[src/rtl/rf_wb_arbiter_if.sv]
// ============================================================================
//  Module : rf_wb_arbiter_if
//  Brief  : Writeback request channels (ALU = A, LSU = B) and the
//           register-file write port shared between them.
//  Rev    : 1.0  initial release
// ============================================================================
`default_nettype none

interface rf_wb_arbiter_if #(
  parameter int AW = 5,
  parameter int DW = 128,
  parameter int BW = 16
);
  // Requester A (ALU)
  logic          a_vld;
  logic          a_rdy;
  logic [AW-1:0] a_addr;
  logic [DW-1:0] a_data;
  logic [BW-1:0] a_byteen;

  // Requester B (load/store unit)
  logic          b_vld;
  logic          b_rdy;
  logic [AW-1:0] b_addr;
  logic [DW-1:0] b_data;
  logic [BW-1:0] b_byteen;

  // Registered register-file write port
  logic          wren;
  logic [AW-1:0] wraddr;
  logic [DW-1:0] wrdata;
  logic [BW-1:0] wrbyteen;

  // Arbiter side
  modport slave (
    input  a_vld, a_addr, a_data, a_byteen,
    input  b_vld, b_addr, b_data, b_byteen,
    output a_rdy, b_rdy,
    output wren, wraddr, wrdata, wrbyteen
  );

  // Requesters plus register-file side
  modport master (
    output a_vld, a_addr, a_data, a_byteen,
    output b_vld, b_addr, b_data, b_byteen,
    input  a_rdy, b_rdy,
    input  wren, wraddr, wrdata, wrbyteen
  );
endinterface

`default_nettype wire

[src/rtl/rf_wb_arbiter.sv]
// ============================================================================
//  Module : rf_wb_arbiter
//  Brief  : Round-robin arbiter sharing the single register-file write port
//           between the ALU (A) and LSU (B) writeback paths, with a
//           pending-write scoreboard for decode hazard detection and a
//           sticky protocol-error flag.
//  Rev    : 1.0  initial release
// ============================================================================
`default_nettype none

module rf_wb_arbiter #(
  parameter int AW = 5,
  parameter int DW = 128,
  parameter int BW = 16
) (
  input  wire logic              clk,
  input  wire logic              rst_n,
  rf_wb_arbiter_if.slave         wb,
  input  wire logic              issue_vld_i,
  input  wire logic [AW-1:0]     issue_addr_i,
  input  wire logic              chk1_en_i,
  input  wire logic [AW-1:0]     chk1_addr_i,
  input  wire logic              chk2_en_i,
  input  wire logic [AW-1:0]     chk2_addr_i,
  output logic                   hazard_o,
  output logic [(1<<AW)-1:0]     busy_o,
  output logic                   err_o
);

  localparam int NREG = 1 << AW;

  // Which requester won the most recent transfer; the other one is
  // favoured on the next contention.
  typedef enum logic [0:0] {
    GNT_A = 1'b0,
    GNT_B = 1'b1
  } grant_e;

  grant_e          last_grant_q;
  grant_e          last_grant_d;

  logic            wren_q;
  logic [AW-1:0]   wraddr_q;
  logic [DW-1:0]   wrdata_q;
  logic [BW-1:0]   wrbyteen_q;

  logic [NREG-1:0] busy_q;
  logic [NREG-1:0] busy_d;
  logic            err_q;
  logic            err_d;

  logic            w_gnt_a;
  logic            w_gnt_b;
  logic            w_xfer;
  logic [AW-1:0]   w_win_addr;
  logic [DW-1:0]   w_win_data;
  logic [BW-1:0]   w_win_byteen;
  logic            w_issue_hits_clear;
  logic            w_err_issue;
  logic            w_err_xfer;

  // Round-robin grant; nothing is granted while reset is held so that
  // requesters cannot see a ready during reset.
  always_comb begin
    w_gnt_a = 1'b0;
    w_gnt_b = 1'b0;
    if (rst_n) begin
      if (wb.a_vld && wb.b_vld) begin
        if (last_grant_q == GNT_B) begin
          w_gnt_a = 1'b1;
        end else begin
          w_gnt_b = 1'b1;
        end
      end else begin
        w_gnt_a = wb.a_vld;
        w_gnt_b = wb.b_vld;
      end
    end
  end

  assign w_xfer       = w_gnt_a | w_gnt_b;
  assign w_win_addr   = w_gnt_b ? wb.b_addr   : wb.a_addr;
  assign w_win_data   = w_gnt_b ? wb.b_data   : wb.a_data;
  assign w_win_byteen = w_gnt_b ? wb.b_byteen : wb.a_byteen;

  assign wb.a_rdy = w_gnt_a;
  assign wb.b_rdy = w_gnt_b;

  // Round-robin pointer advances only when a transfer actually happens.
  always_comb begin
    last_grant_d = last_grant_q;
    if (w_gnt_a) begin
      last_grant_d = GNT_A;
    end else if (w_gnt_b) begin
      last_grant_d = GNT_B;
    end
  end

  // Round-robin pointer register; reset favours A on first contention.
  always_ff @(posedge clk or negedge rst_n) begin
    if (!rst_n) begin
      last_grant_q <= GNT_B;
    end else begin
      last_grant_q <= last_grant_d;
    end
  end

  // Register the winning payload onto the write port; address, data and
  // byte enables hold their last value when no transfer occurs.
  always_ff @(posedge clk or negedge rst_n) begin
    if (!rst_n) begin
      wren_q     <= 1'b0;
      wraddr_q   <= '0;
      wrdata_q   <= '0;
      wrbyteen_q <= '0;
    end else begin
      wren_q <= w_xfer;
      if (w_xfer) begin
        wraddr_q   <= w_win_addr;
        wrdata_q   <= w_win_data;
        wrbyteen_q <= w_win_byteen;
      end
    end
  end

  assign wb.wren     = wren_q;
  assign wb.wraddr   = wraddr_q;
  assign wb.wrdata   = wrdata_q;
  assign wb.wrbyteen = wrbyteen_q;

  // Scoreboard next state: clear on transfer, then set on issue so a
  // newer in-flight instruction to the same register keeps it busy.
  always_comb begin
    busy_d = busy_q;
    if (w_xfer) begin
      busy_d[w_win_addr] = 1'b0;
    end
    if (issue_vld_i) begin
      busy_d[issue_addr_i] = 1'b1;
    end
  end

  // An issue to a register that is being written back this very cycle is
  // legitimate: the old write retires as the new one becomes pending.
  assign w_issue_hits_clear = w_xfer && (w_win_addr == issue_addr_i);
  assign w_err_issue        = issue_vld_i && busy_q[issue_addr_i] && !w_issue_hits_clear;
  assign w_err_xfer         = w_xfer && !busy_q[w_win_addr];

  // Sticky error accumulates any protocol violation.
  always_comb begin
    err_d = err_q | w_err_issue | w_err_xfer;
  end

  // Scoreboard and error flag registers.
  always_ff @(posedge clk or negedge rst_n) begin
    if (!rst_n) begin
      busy_q <= '0;
      err_q  <= 1'b0;
    end else begin
      busy_q <= busy_d;
      err_q  <= err_d;
    end
  end

  // Hazard looks at the current scoreboard only; a register cleared at an
  // edge is not busy from the following cycle.
  always_comb begin
    hazard_o = (chk1_en_i   && busy_q[chk1_addr_i])
             | (chk2_en_i   && busy_q[chk2_addr_i])
             | (issue_vld_i && busy_q[issue_addr_i]);
  end

  assign busy_o = busy_q;
  assign err_o  = err_q;

endmodule

`default_nettype wire

[src/flat_wrapper.sv]
// flat-port wrapper written by rule: the top's interface ports become plain ports
module rf_wb_arbiter_flat 
#(
  parameter int AW = 5,
  parameter int DW = 128,
  parameter int BW = 16
)
  (clk, rst_n, issue_vld_i, issue_addr_i, chk1_en_i, chk1_addr_i, chk2_en_i, chk2_addr_i, hazard_o, busy_o, err_o, wb_a_vld, wb_a_addr, wb_a_data, wb_a_byteen, wb_b_vld, wb_b_addr, wb_b_data, wb_b_byteen, wb_a_rdy, wb_b_rdy, wb_wren, wb_wraddr, wb_wrdata, wb_wrbyteen);
  rf_wb_arbiter_if #(.AW(AW), .DW(DW), .BW(BW)) wb_i ();
  input  wire logic clk;
  input  wire logic rst_n;
  input  wire logic issue_vld_i;
  input  wire logic [AW-1:0] issue_addr_i;
  input  wire logic chk1_en_i;
  input  wire logic [AW-1:0] chk1_addr_i;
  input  wire logic chk2_en_i;
  input  wire logic [AW-1:0] chk2_addr_i;
  output logic hazard_o;
  output logic [(1<<AW)-1:0] busy_o;
  output logic err_o;
  input wire logic [$bits(wb_i.a_vld)-1:0] wb_a_vld;
  input wire logic [$bits(wb_i.a_addr)-1:0] wb_a_addr;
  input wire logic [$bits(wb_i.a_data)-1:0] wb_a_data;
  input wire logic [$bits(wb_i.a_byteen)-1:0] wb_a_byteen;
  input wire logic [$bits(wb_i.b_vld)-1:0] wb_b_vld;
  input wire logic [$bits(wb_i.b_addr)-1:0] wb_b_addr;
  input wire logic [$bits(wb_i.b_data)-1:0] wb_b_data;
  input wire logic [$bits(wb_i.b_byteen)-1:0] wb_b_byteen;
  output wire logic [$bits(wb_i.a_rdy)-1:0] wb_a_rdy;
  output wire logic [$bits(wb_i.b_rdy)-1:0] wb_b_rdy;
  output wire logic [$bits(wb_i.wren)-1:0] wb_wren;
  output wire logic [$bits(wb_i.wraddr)-1:0] wb_wraddr;
  output wire logic [$bits(wb_i.wrdata)-1:0] wb_wrdata;
  output wire logic [$bits(wb_i.wrbyteen)-1:0] wb_wrbyteen;
  assign wb_i.a_vld = wb_a_vld;
  assign wb_i.a_addr = wb_a_addr;
  assign wb_i.a_data = wb_a_data;
  assign wb_i.a_byteen = wb_a_byteen;
  assign wb_i.b_vld = wb_b_vld;
  assign wb_i.b_addr = wb_b_addr;
  assign wb_i.b_data = wb_b_data;
  assign wb_i.b_byteen = wb_b_byteen;
  assign wb_a_rdy = wb_i.a_rdy;
  assign wb_b_rdy = wb_i.b_rdy;
  assign wb_wren = wb_i.wren;
  assign wb_wraddr = wb_i.wraddr;
  assign wb_wrdata = wb_i.wrdata;
  assign wb_wrbyteen = wb_i.wrbyteen;
  rf_wb_arbiter #(.AW(AW), .DW(DW), .BW(BW)) u_core (.clk(clk), .rst_n(rst_n), .wb(wb_i), .issue_vld_i(issue_vld_i), .issue_addr_i(issue_addr_i), .chk1_en_i(chk1_en_i), .chk1_addr_i(chk1_addr_i), .chk2_en_i(chk2_en_i), .chk2_addr_i(chk2_addr_i), .hazard_o(hazard_o), .busy_o(busy_o), .err_o(err_o));
endmodule
[config.mk]
export PLATFORM = sky130hd
export DESIGN_NAME = rf_wb_arbiter_flat
export DESIGN_NICKNAME = d
export VERILOG_FILES = /design/src/rtl/rf_wb_arbiter_if.sv /design/src/rtl/rf_wb_arbiter.sv /design/src/flat_wrapper.sv
export SDC_FILE = /design/constraint.sdc
export NUM_CORES = 1
export LEC_CHECK = 0
export ABC_AREA = 1
export CAP_MARGIN = 15
export CORE_AREA = 5 5 196 198
export CTS_CLUSTER_SIZE = 24
export DETAILED_ROUTE_END_ITERATION = 10
export DIE_AREA = 0 0 201 203
export DONT_BUFFER_PORTS = 1
export GPL_ROUTABILITY_DRIVEN = 1
export GPL_TIMING_DRIVEN = 0
export HOLD_SLACK_MARGIN = 0.1
export PLACE_DENSITY = 0.39
export SYNTH_ARGS = -nofsm -noshare
export SYNTH_HDL_FRONTEND = slang
export SYNTH_SLANG_ARGS = --single-unit
export TNS_END_PERCENT = 5
[constraint.sdc]
create_clock -name clk -period 3.1 [get_ports clk]
set_clock_uncertainty 0.2 [all_clocks]
set_input_delay 0.465 -clock clk [delete_from_list [all_inputs] [get_ports clk]]
set_output_delay 0.465 -clock clk [all_outputs]
set_load 0.01 [all_outputs]
==> results.md, run 1 <==
* Die Height at around 200 um
* Drt first-iter violations at 573
* Initial core utilization at around a quarter
* Detailed placement HPWL at about 36000 um
* VDD IR max at between 0.0004 and 0.0005 V
* IO buf count at 0
* Reg clk slew, reported paths at approximately 0.070 ns
* Sequential Power Share at a little under half
* Die width at around 200 um
* Largest fanout on the critical path at 4
* Filler cells at about 3800
* FF-to-FF path depth at 8
* Residual DRC count at 0
* Post-layout util at between 30% and 40%
* Switch share at about a third
* CORE AREA at approximately 36000 um2
* Clk_lat worst skew at 0.44 ns
* Clock Path Buffers at 2
* Synth Register Bits at 184
* Yosys top cell area share at approximately 48%
* Worst slack at placement at 0.4315 ns
* Top layer in use: met5
* CTS Buf Count at 17
* Met3 WL at ~3700 um
* Max Cap Viol at 0
* Dpl cells at between 1500 and 2000
* Failing checks: hold timing
* Gr usage total at a little under a quarter
* P per Cell Area at between 500 and 600 nW/um2
* First-pass GRT wire length at 71100 um
* Post-Syn Nets at 1618
* Seq/Total Area, Yosys at between 40% and 50%
* Capturing point of the worst reg2reg path: u_core.wb.wrdata[85]
* Peak Freq at about 360 MHz
* Yosys top cell by area: dfrtp_1
* Synth warnings at 0
* Final period utilization at roughly 89%
* Grt total ovfl at 0
* Number of flops mapped to enable cells by yosys at 0
* Vias per cell at slightly above 5
* Total wire length at roughly 48000 um
* Largest net degree at the start of global routing at between 150 and 200
* Hold slack at -0.4938 ns
* Comb pwr share at 22.4%
* Post-Synthesis Cell Area at 9599 um2
* Max Slew Vio Count at 0
* Worst R2R Start: u_core.last_grant_q
* CTS Sinks at ~180
* # IOs at slightly above 500
* Syn avg cell area at around 7.4 um2
* Worst path required time at 2.43 ns
* Most frequent cell after synthesis: nand2_1
* Routability cong. at 0.8908
* Synth unique cells at 30
* Worst Tran Pin Value at 0.8426 ns
* Setup slack after layout at ~0.34 ns
* Setup TNS at 0 ns
* P_leak at about 5.8 nW
* Final ANT Viol Nets at 0
* Site row count at 70
* Run status: finished, violations left
* Vias in the first global route at 11219
* Worst EP arrival at 2.10 ns
* Root buffer cell: clkbuf_16
* Area Overhead vs Synth at 43.04%
* CTS tree: done
* Nets at between 1500 and 2000
* Vias at 10773
* Clock Power Share at 31.0%
* R2R Setup Slk at approximately 0.37 ns
* Post-CTS resize count at 0
* Cells after Synth at approximately 1300
* Final Critical Period at 2.764 ns
* Drt pass-1 iters at 5
* Wire length on met2 at approximately 23000 um
* Non-Filler Instances at 2090
* Initial antenna violation count at 3
* Sequential cell area at around 4600 um2
* Internal power at roughly 5 mW
* Crit Path Class: in -> out
* Asr flop ratio synth at 100.0%
* Slew headroom at between 40% and 50%
* Top cells by area, synth: dfrtp_1 (48%), nand2_1 (18%), a31oi_1 (9.4%), nor2_1 (6.8%), o21ai_0 (4.5%)
* Combined area of the multi-input logic cells at ~4500 um2
* H-tree depth at 4
* Most used DFF post-synth: dfrtp_1
* Hold Vio Cnt, Final at around 180
* CP startpoint kind: input pin
* # hold bufs at CTS at 291
* Final setup viols at 0
* CP Capture Type: primary output
* Ratio of cells with drive above 1 in the final layout at 5.309%
* Hold Crit Class: in -> async
* WL/cell at about 23 um
* WL met1 at ~19000 um
* Top post-synthesis cells by count: nand2_1 (459), dfrtp_1 (183), nor2_1 (175)
* Postcts setup bufs at 0
* RSZ-0062 raised after global routing: false
* Net switching power figure at 2.756 mW
* DIE AREA at 40800 um2
## placed cells by master (no fill, tap or decap), types with 2 or more instances in the layout
cell and n:
diode_2 2, nor3_1 8, inv_6 4, o21ai_0 86, inv_2 2, nand3_1 75, buf_4 9, a31oi_1 144
nand2_4 3, nand3_2 5, clkinv_2 4, o22ai_1 4, dfrtp_1 183, clkbuf_1 33, clkbuf_16 17, clkinv_1 2
buf_1 15, nand4_1 9, nand2_1 459, nand2_2 7, buf_2 21, buf_6 2, a21oi_1 11, nor2_1 175
inv_1 36, dlygate4sd3_1 291, bufinv_16 4
## power by group through the flow
stage | sequential [mW] | combinational (mW) | clock (mW)
2_1_floorplan | 3.35 | 0.912 | 0
3_3_place_gp | 3.71 | 1.18 | 0
3_5_place_dp | 3.70 | 1.20 | 0
4_1_cts | 3.66 | 1.74 | 2.49
5_1_grt | 3.70 | 1.98 | 2.59
6_report | 3.66 | 1.76 | 2.43
## routing by layer
| layer | GRT usage (%) | vias up |
|---|---|---|
| met2 | 38.38 | 458 |
| met4 | 8.899 | 2 |
| li1 | - | 4958 |
| met5 | 0 | - |
| met3 | 6.900 | 87 |
| met1 | 27.12 | 5268 |
## worst max-delay path, stage by stage
cell and delay, ns:
dlygate4sd3_1 0.63, nor3_1 0.41, nand2_1 0.11, nand2_1 0.09
nor2_1 0.05, nand2_1 0.05, nand2_1 0.12, nand3_1 0.18
## final cells by class
class | instances | area share (%)
Clock inverter | 13 | 1.376
Antenna cell | 2 | 0.03645
Sequential cell | 184 | 33.54
Clock buffer | 18 | 3.198
Tap cell | 468 | 4.265
Inverter | 41 | 1.130
Buffer | 80 | 2.734
Multi-Input combinational cell | 993 | 32.50
Timing Repair Buffer | 291 | 21.21
## sequential cells by signal, summed over array words and instances, names as in the netlist
name / flops
u_core.wb.wrdata: 128
u_core.err_o: 1
u_core.busy_o: 32
u_core.wb.wren: 1
u_core.wb.wrbyteen: 16
u_core.last_grant_q: 1
u_core.wb.wraddr: 5
## kinds of logic after synthesis
| group | share of synthesized area (%) |
|---|---|
| buffers and inverters | 5.526 |
| AND/OR/NAND/NOR | 31.31 |
| AO/OA/AOI/OAI | 15.19 |
| flip-flops | 47.98 |
## worst max-delay path by stage
stage | cells after the start | endpoint | startpoint | slack [ns]
3_3_place_gp | 5 | u_core.wb.wrdata[120] | rst_n | 0.51
6_report | 8 | hazard_o | issue_addr_i[4] | 0.34
5_1_grt | 7 | u_core.wb.wrdata[67] | u_core.last_grant_q | 0.11
2_1_floorplan | 10 | hazard_o | chk1_addr_i[0] | 0.94
4_1_cts | 7 | u_core.wb.wrdata[67] | u_core.last_grant_q | 0.25
3_5_place_dp | 5 | u_core.wb.wrdata[87] | rst_n | 0.43
## stage by stage
stage          area, um2  total power [mW]
2_1_floorplan       9599             4.266
3_3_place_gp       10180             4.898
3_5_place_dp       10180             4.896
4_1_cts            13730             7.896
5_1_grt            13730             8.274
6_report           13730             7.853
Power figures use the tool's default switching activity.
==> run 2, diff against run 1 <==
Settings changed: CORE_AREA 5 5 196 198 to 5 5 194 196, DIE_AREA 0 0 201 203 to 0 0 199 201.
==> run 2 against run 1 <==
The run still ends with hold timing left. Via count shrank 2.3%. Die area is 2.0% lower. Utilization grew 0.46 points. Flip-flop and latch count unchanged. Total power fell by 1.1%. Final cell count is essentially flat. Sequential power barely moved. Critical path type is now reg -> reg. Critical endpoint is now u_core.wb.wrdata[74].
==> results.md, run 2 (synthesis results as in run 1) <==
* P_leak at 5.821 nW (was 5.815 nW)
* Combined area of the multi-input logic cells at 4463 um2 (unchanged)
* Filler cells at 3835 (was 3801)
* Largest fanout on the critical path at 10 (was 4)
* Post-CTS resize count at 0 (unchanged)
* Largest net degree at the start of global routing at 187 (unchanged)
* Switch share at 35.05% (was 35.09%)
* Run status: finished, violations left (unchanged)
* Final period utilization at 90.91% (was 89.16%)
* # IOs at 506 (unchanged)
* CTS tree: done (unchanged)
* Comb pwr share at 22.6% (was 22.4%)
* Vias in the first global route at 11046 (was 11219)
* Residual DRC count at 0 (unchanged)
* Final Critical Period at 2.818 ns (was 2.764 ns)
* CP Capture Type: flop (was primary output)
* Hold slack at -0.4978 ns (was -0.4938 ns)
* Die width at 199 um (was 201 um)
* Sequential cell area at 4606 um2 (unchanged)
* First-pass GRT wire length at 69120 um (was 71100 um)
* Net switching power figure at 2.721 mW (was 2.756 mW)
* VDD IR max at 0.0004176 V (was 0.0004039 V)
* Max Cap Viol at 0 (unchanged)
* Failing checks: hold timing (unchanged)
* WL/cell at 22.25 um (was 22.81 um)
* Most common cell after layout, fill and taps aside: nand2_1 (unchanged)
* Hold Crit Class: in -> async (unchanged)
* Peak Freq at 354.8 MHz (was 361.8 MHz)
* Worst R2R Start: u_core.last_grant_q (unchanged)
* CP startpoint kind: flop (was input pin)
* IO buf count at 0 (unchanged)
* CP Cell Sequence: nand2_2 > nand2_8 > buf_4 > clkbuf_1 > nand2_1 > a31oi_1 > dlygate4sd3_1 (was dlygate4sd3_1 > nor3_1 > nand2_1 > nand2_1 > nor2_1 > nand2_1 > nand2_1 > nand3_1)
* Commonest cells after routing, fill and taps aside: nand2_1 (459), dlygate4sd3_1 (292), dfrtp_1 (183) (was nand2_1 (459), dlygate4sd3_1 (291), dfrtp_1 (183))
* H-tree depth at 4 (unchanged)
* Max Slew Vio Count at 0 (unchanged)
* Worst path required time at 3.29 ns (was 2.43 ns)
* Reg clk slew, reported paths at 0.08 ns (was 0.07 ns)
* Grt total ovfl at 0 (unchanged)
* RSZ-0062 raised after global routing: false (unchanged)
* Worst path bufs/invs at 3 (was 1)
* Setup TNS at 0 ns (unchanged)
* CP Launch Point: u_core.last_grant_q (was issue_addr_i[4])
* Routability cong. at 0.8799 (was 0.8908)
* Vias per cell at 5.036 (was 5.155)
* P per Cell Area at 565.4 nW/um2 (was 572.0 nW/um2)
* Site row count at 70 (unchanged)
* Worst EP arrival at 3.00 ns (was 2.10 ns)
* Crit path largest cell delay at 0.59 ns (was 0.63 ns)
* Ratio of cells with drive above 1 in the final layout at 5.364% (was 5.309%)
* Clk_lat worst skew at 0.44 ns (about the same)
* CTS Buf Count at 17 (unchanged)
* CTS Sinks at 184 (unchanged)
* FF-to-FF path depth at 7 (was 8)
* Final ANT Viol Nets at 0 (unchanged)
* Slowest-stage cell, CP: dfstp_2 (was dlygate4sd3_1)
* Nets at 1929 (was 1928)
* Detailed placement HPWL at 35200 um (was 35510 um)
* Crit Path Class: reg -> reg (was in -> out)
* Clock Path Buffers at 2 (unchanged)
* Initial core utilization at 26.73% (was 26.41%)
* Largest register FFs at 128 (unchanged)
* Worst Tran Pin Value at 0.7760 ns (was 0.8426 ns)
* DIE AREA at 40000 um2 (was 40800 um2)
* Initial antenna violation count at 1 (was 3)
* Drt first-iter violations at 552 (was 573)
* Drt pass-1 iters at 6 (was 5)
* Area Overhead vs Synth at 43.05% (was 43.04%)
* Die Height at 201 um (was 203 um)
* CP Depth at 7 (was 8)
* Postcts setup bufs at 0 (unchanged)
* # hold bufs at CTS at 292 (was 291)
* Vias at 10530 (was 10773)
* Gr usage total at 22.66% (was 22.69%)
* Root buffer cell: clkbuf_16 (unchanged)
* Largest delay share family, worst path: buffers and inverters (was simple AND/OR/NAND/NOR gates)
* Internal power at 5.043 mW (was 5.098 mW)
* Final setup viols at 0 (unchanged)
* Sequential Power Share at 46.9% (was 46.6%)
* Clock Power Share at 30.5% (was 31.0%)
* Slew headroom at 48.27% (was 43.83%)
* Capturing point of the worst reg2reg path: u_core.wb.wrdata[74] (was u_core.wb.wrdata[85])
* Hold Vio Cnt, Final at 184 (unchanged)
* R2R Setup Slk at 0.28 ns (was 0.37 ns)
* Post-layout util at 38.24% (was 37.78%)
* CORE AREA at 35910 um2 (was 36350 um2)
* Total wire length at 46530 um (was 47680 um)
[run 2: cell count changes in the layout (fill, tap and decap cells not counted), sizes merged]
cell / before / now
dlygate4sd3: 291 / 292
clkinvlp: 1 / 0
bufinv: 4 / 3
inv: 43 / 41
clkinv: 6 / 10
diode: 2 / 1
clkbuf: 51 / 52
[run 2: cell type report]
cell class              count  area share (%)
clock buffers              19           3.298
flip-flops and latches    184           33.54
repair buffers            292           21.28
well taps                 468           4.264
multi-input cells         993           32.50
diodes                      1         0.01822
plain buffers              80           2.733
inverters                  41           1.130
clock inverters            13           1.230
[run 2: metrics by stage]
step	setup WS, ns	power [mW]	instances	instance area, um2	hold slack [ns]
5_1_grt	0.08960	8.162	2091	13730	-0.5247
6_report	0.2817	7.765	2091	13730	-0.4978
4_1_cts	0.1963	7.822	2090	13730	-0.5193
3_3_place_gp	0.4784	4.886	1766	10180	-0.02504
3_5_place_dp	0.5143	4.883	1766	10180	-0.02627
2_1_floorplan	0.9369	4.266	1298	9599	-0.03059
[run 2: routing by layer]
metal	vias up	wire length, um	global-route usage, %
met3	78	3799	6.949
met4	0	1464	8.134
li1	4941	-	-
met1	5091	18440	26.92
met2	420	22830	38.59
met5	-	0	0
[run 2: worst max path at each step]
stage / to / slack, ns
detailed placement: hazard_o / 0.51
floorplan: hazard_o / 0.94
global route: u_core.wb.wrdata[74] / 0.09
global placement: u_core.wb.wrdata[81] / 0.48
finish: u_core.wb.wrdata[74] / 0.28
CTS: u_core.wb.wrdata[74] / 0.20
[run 2: power groups by stage]
stage	combinational [mW]	sequential, mW	clock (mW)
after global placement	1.19	3.70	0
final	1.76	3.64	2.36
after CTS	1.75	3.64	2.43
after global routing	1.98	3.69	2.50
after floorplan	0.912	3.35	0
after detailed placement	1.20	3.69	0
